<file path="config.mk">
export PLATFORM = sky130hd
export DESIGN_NAME = cpu_trace_buffer
export DESIGN_NICKNAME = d
export VERILOG_FILES = /design/src/rtl/cpu_trace_buffer.sv
export SDC_FILE = /design/constraint.sdc
export NUM_CORES = 1
export LEC_CHECK = 0
export ABC_AREA = 0
export BUFFER_PORTS_ARGS = -buffer_cell sky130_fd_sc_hd__buf_2
export CAP_MARGIN = 0
export CORE_AREA = 8 8 330 332
export DETAILED_ROUTE_END_ITERATION = 8
export DIE_AREA = 0 0 338 340
export MAX_ROUTING_LAYER = met4
export PLACE_DENSITY = 0.47
export RECOVER_POWER = 25
export SYNTH_ARGS = -nofsm -noshare
export SYNTH_HDL_FRONTEND = slang
export SYNTH_SLANG_ARGS = --single-unit
</file>
<file path="constraint.sdc">
create_clock -name clk -period 28.2 [get_ports clk]
set_input_delay 7.05 -clock clk [delete_from_list [all_inputs] [get_ports clk]]
set_output_delay 7.05 -clock clk [all_outputs]
set_load 0.005 [all_outputs]
</file>
<file path="src/rtl/cpu_trace_buffer.sv">
`default_nettype none
// ============================================================================
// Module   : cpu_trace_buffer
// Brief    : 8-entry retirement trace FIFO for SingleCycleCPU. It records
//            {pc, instr, data, wb} per committed instruction, counts dropped
//            entries and stops capturing once a halt instruction retires.
// Revision : 1.0 - initial release
// ============================================================================
module cpu_trace_buffer (
  input  logic        clk,
  input  logic        Reset,
  input  logic        enable,
  input  logic        clear,
  input  logic        PCWre,
  input  logic [31:0] PcOut,
  input  logic [31:0] instruction,
  input  logic        RegWre,
  input  logic [31:0] WriteData,
  input  logic        rd_ready,
  output logic        rd_valid,
  output logic [31:0] rd_pc,
  output logic [31:0] rd_instr,
  output logic [31:0] rd_data,
  output logic        rd_wb,
  output logic [3:0]  count,
  output logic        overflow,
  output logic [7:0]  drop_cnt,
  output logic        halted
);

  localparam logic [31:0] HALT_INSTR = 32'hFC00_0000;
  localparam int          DEPTH      = 8;
  localparam logic [3:0]  FULL_COUNT = 4'd8;

  typedef enum logic [1:0] {
    IDLE    = 2'd0,
    CAPTURE = 2'd1,
    HALTED  = 2'd2
  } state_t;

  state_t state, state_nx;

  logic [31:0]      pc_mem    [DEPTH];
  logic [31:0]      instr_mem [DEPTH];
  logic [31:0]      data_mem  [DEPTH];
  logic [DEPTH-1:0] wb_mem;

  logic [2:0] rd_ptr;
  logic [2:0] wr_ptr;

  logic flush;
  logic push_req;
  logic pop;
  logic push_ok;
  logic push_drop;
  logic halt_seen;

  // Reset and clear are functionally identical; either one flushes everything.
  assign flush     = Reset | clear;
  // enable is re-checked here so that enable dropping on the commit edge
  // suppresses the push even though the state is still CAPTURE.
  assign push_req  = (state == CAPTURE) & enable & PCWre;
  assign pop       = rd_valid & rd_ready;
  // A full FIFO still accepts a push when the head leaves on the same edge.
  assign push_ok   = push_req & ((count != FULL_COUNT) | pop);
  assign push_drop = push_req & (count == FULL_COUNT) & ~pop;
  // Halt is recognised even if the halt entry itself gets dropped.
  assign halt_seen = push_req & (instruction == HALT_INSTR);

  assign rd_valid = (count != 4'd0);
  assign halted   = (state == HALTED);

  // Head entry comes straight from storage; forced to zero when empty so the
  // outputs read 0 after reset/clear regardless of stale storage contents.
  assign rd_pc    = rd_valid ? pc_mem[rd_ptr]    : 32'h0;
  assign rd_instr = rd_valid ? instr_mem[rd_ptr] : 32'h0;
  assign rd_data  = rd_valid ? data_mem[rd_ptr]  : 32'h0;
  assign rd_wb    = rd_valid & wb_mem[rd_ptr];

  // Next-state logic: capture follows enable until a halt retires.
  always_comb begin
    state_nx = state;
    case (state)
      IDLE: begin
        if (enable) state_nx = CAPTURE;
      end
      CAPTURE: begin
        if (!enable)        state_nx = IDLE;
        else if (halt_seen) state_nx = HALTED;
      end
      HALTED: begin
        state_nx = HALTED;
      end
      default: begin
        state_nx = IDLE;
      end
    endcase
  end

  // State register; HALTED is only left through a flush.
  always_ff @(posedge clk) begin
    if (flush) state <= IDLE;
    else       state <= state_nx;
  end

  // Pointers and occupancy; 3-bit pointers wrap 7 -> 0 naturally.
  always_ff @(posedge clk) begin
    if (flush) begin
      rd_ptr <= 3'd0;
      wr_ptr <= 3'd0;
      count  <= 4'd0;
    end else begin
      if (push_ok) wr_ptr <= wr_ptr + 3'd1;
      if (pop)     rd_ptr <= rd_ptr + 3'd1;
      case ({push_ok, pop})
        2'b10:   count <= count + 4'd1;
        2'b01:   count <= count - 4'd1;
        default: count <= count;
      endcase
    end
  end

  // Entry storage; data is masked to zero for non-writing instructions.
  always_ff @(posedge clk) begin
    if (!flush && push_ok) begin
      pc_mem[wr_ptr]    <= PcOut;
      instr_mem[wr_ptr] <= instruction;
      data_mem[wr_ptr]  <= RegWre ? WriteData : 32'h0;
      wb_mem[wr_ptr]    <= RegWre;
    end
  end

  // Sticky overflow flag and saturating drop counter.
  always_ff @(posedge clk) begin
    if (flush) begin
      overflow <= 1'b0;
      drop_cnt <= 8'd0;
    end else if (push_drop) begin
      overflow <= 1'b1;
      if (drop_cnt != 8'hFF) drop_cnt <= drop_cnt + 8'd1;
    end
  end

endmodule
`default_nettype wire

</file>
==> flow_summary.yaml <==
outcome:
  outcome: "complete, no violations"
synth:
  netlist_area_sq_um: 30830
  ys.warnings.count: 0
  yosysSeqAreaShare_pct: 77.14
  avgSynthCellArea_sq_um: 21.82
  synth-edff-count: 776
  async_flop_share_pct: 0
  syn_nets: 1522
  ys_ff_latch: 800
  synth_ff_type: "edfxtp_1"
  synthCells: 1413
  synth_cell_types: 48
global_route:
  grt_util_met1_pct: 16.75
  grt_use_total_pct: 13.23
  grt_max_degree: 98
  grt_pass1_vias: 16000
  overflow: 0
  grtUsageMet2_pct: 21.50
  grt_util_met3_pct: 2.979
  antenna_found_initial: 11
  grt.busiest_layer: "met2"
  grt_pass1_wl_mm: 109.6
route:
  ant_nets: 0
  drc: 0
  routed_via_density: 4.656
  wl_per_cell_um: 23.67
  routed_wl_mm: 74.27
  drt_iter0_drc: 847
  drtPass1Iterations: 4
  vias: 14610
clocking:
  cts_buffers: 90
  postCtsSetupRepairBufs: 0
  root_buffer: "clkbuf_16"
  cts_tree: "done"
  htreeDepth: 3
  clock_latency_ps: 640
  numClockSinks: 800
  clk_pin_slew_worst_paths_ps: 60
  post_cts_resized: 0
  cts_buffer_depth: 3
  postCtsHoldBufs: 0
worst_setup_path:
  critPathCaptureType: "output pin"
  cp.arrival_ps: 4310
  path_max_fanout: 47
  cp-start-kind: "flip-flop"
  path_class: "flip-flop to output pin"
  critPathRequiredTime_ps: 21150
timing:
  min_period_ps: 11360
  grt_setup_unrepaired: "false"
  final.setup_skew_ps: 16.25
  fin_ws_ps: 16840
  setup_viol: 0
  worst_pin_slew_ps: 1074
  fin_crit_sh_pct: 40.28
  drv_slew: 0
  setup_tns_ps: 0
  hold_viol_final: 0
  fmax_ghz: 0.08803
  max_slew_margin_pct: 28.42
power:
  power_frac_comb_pct: 1.2
  seqPwrFrac_pct: 53.2
  swShare_pct: 19.56
  p_int_mw: 1.971
  p_leak_nw: 11.19
  p_per_area_nw_per_um2: 67.45
  clockPowerShare_pct: 45.6
  irDropWorstVdd_v: 0.00004450
  p_switching_mw: 0.4794
final_layout:
  layout_common_cells: "edfxtp_1 (776), mux4_2 (194), buf_2 (157), nor2_1 (109), mux2i_1 (100)"
  n_fill_cell: 9751
  final_net_count: 1776
  fin_util_pct: 34.90
  syn_to_final_growth_pct: 17.83
  drive_above_1_share_pct: 29.08
  final_common_cell: "edfxtp_1"
flow_run:
  drv_cap: 0
min_path:
  hold_path.class: "flip-flop to flip-flop"
placed_design:
  port_buffers: 214
  place_congestion: 0.6967
  dp_hpwl_mm: 38.90
  dp_slack_ps: 17230
floorplan:
  io-pin-count: 215
  row_count: 119
  die_h_um: 340
  die_x_um: 338
  die_area_sq_um: 114900
  core-area_sq_um: 104100
  initial_core_util_pct: 29.62
-- state kept, by name (all words and copies together) (netlist names), named ones only --
register,flops
count,4
data_mem,256
drop_cnt,8
instr_mem,256
overflow,1
pc_mem,256
rd_ptr,3
state,2
wb_mem,8
wr_ptr,3
-- logic make-up (layout without fill, tap and decap cells) --
logic type	Yosys count	after routing	share of synthesized area [%]
xor gates and xnor gates	7	7	0.1989
muxes	294	294	17.42
DFF	800	800	77.14
and+or+nand+nor	202	202	3.202
adders and majority gates	6	6	0.2435
other	0	7	0
buffers and inverters	76	403	1.205
AOI/OAI and AO/OA	28	28	0.5926
-- final cells by class --
cell class / instances / area, sq um / area share, %
Clock inverter: 52 / 397.9 / 1.095
Antenna cell: 7 / 17.52 / 0.04822
Sequential cell: 800 / 23790 / 65.50
Timing Repair Buffer: 236 / 1215 / 3.344
Clock buffer: 113 / 2424 / 6.671
Tap cell: 1391 / 1740 / 4.791
Multi-Input combinational cell: 537 / 6731 / 18.53
Inverter: 2 / 7.507 / 0.02067
-- per-stage QoR --
step	power, mW	instances	hold WS, ps	cell area [sq um]
2_1_floorplan	1.337	1413	436.4	30830
3_3_place_gp	1.358	2966	450.5	33560
3_5_place_dp	1.360	2966	457.7	33560
5_1_grt	2.533	3138	515.1	36330
6_report	2.450	3138	471.6	36330
4_1_cts	2.489	3131	471.8	36380
-- path summary, 6_finish.rpt --
kind | to | cells after the start | from | slack (ps)
hold reg to reg | overflow$_SDFFE_PP0P_ | 1 | overflow$_SDFFE_PP0P_ | 470
setup reg to reg | data_mem[1][7]$_DFFE_PP_ | 6 | count[1]$_SDFFE_PP0P_ | 24170
setup / recovery | rd_data[12] | 6 | flip-flop | 16840
hold / removal | overflow$_SDFFE_PP0P_ | 1 | overflow$_SDFFE_PP0P_ | 470
-- synth_stat cells (all sizes together), types with 3 or more instances --
| library cell | count | share of area, % |
|---|---|---|
| edfxtp | 776 | 76 |
| mux4 | 194 | 14 |
| nor2 | 116 | 1.5 |
| mux2i | 100 | 3.2 |
| buf | 41 | 0.78 |
| and2 | 34 | 0.69 |
| clkbuf | 33 | 0.40 |
| dfxtp | 24 | 1.6 |
| a21oi | 8 | 0.13 |
| nand3 | 8 | 0.13 |
| nand2 | 7 | 0.085 |
| nor4 | 7 | 0.14 |
| ha | 6 | 0.24 |
| xor2 | 6 | 0.17 |
| o21ai | 5 | 0.081 |
| o31ai | 5 | 0.12 |
| or4 | 5 | 0.12 |
| nand2b | 4 | 0.081 |
| nor3 | 4 | 0.065 |
| or3 | 4 | 0.097 |
| nand4 | 3 | 0.061 |
-- worst max-delay path: stages, from the launching register on --
cell and delay (ps):
dfxtp_4 710, buf_4 840, buf_4 870, mux4_2 590, mux2i_1 190, nor2_1 120, buf_2 200
-- per-layer routing --
layer	share of wire [%]	wire [um]
met5	0	0
met4	2.2	1637
met3	4.5	3342
met2	49	36530
met1	44	32760
-- power groups by stage --
stage,Clock (mW),Sequential [mW],Combinational [mW]
2_1_floorplan,0,1.33,0.00873
6_report,1.12,1.30,0.0297
3_5_place_dp,0,1.33,0.0317
3_3_place_gp,0,1.33,0.0299
4_1_cts,1.15,1.30,0.0317
5_1_grt,1.20,1.30,0.0334
(Power assumes the default switching activity.)
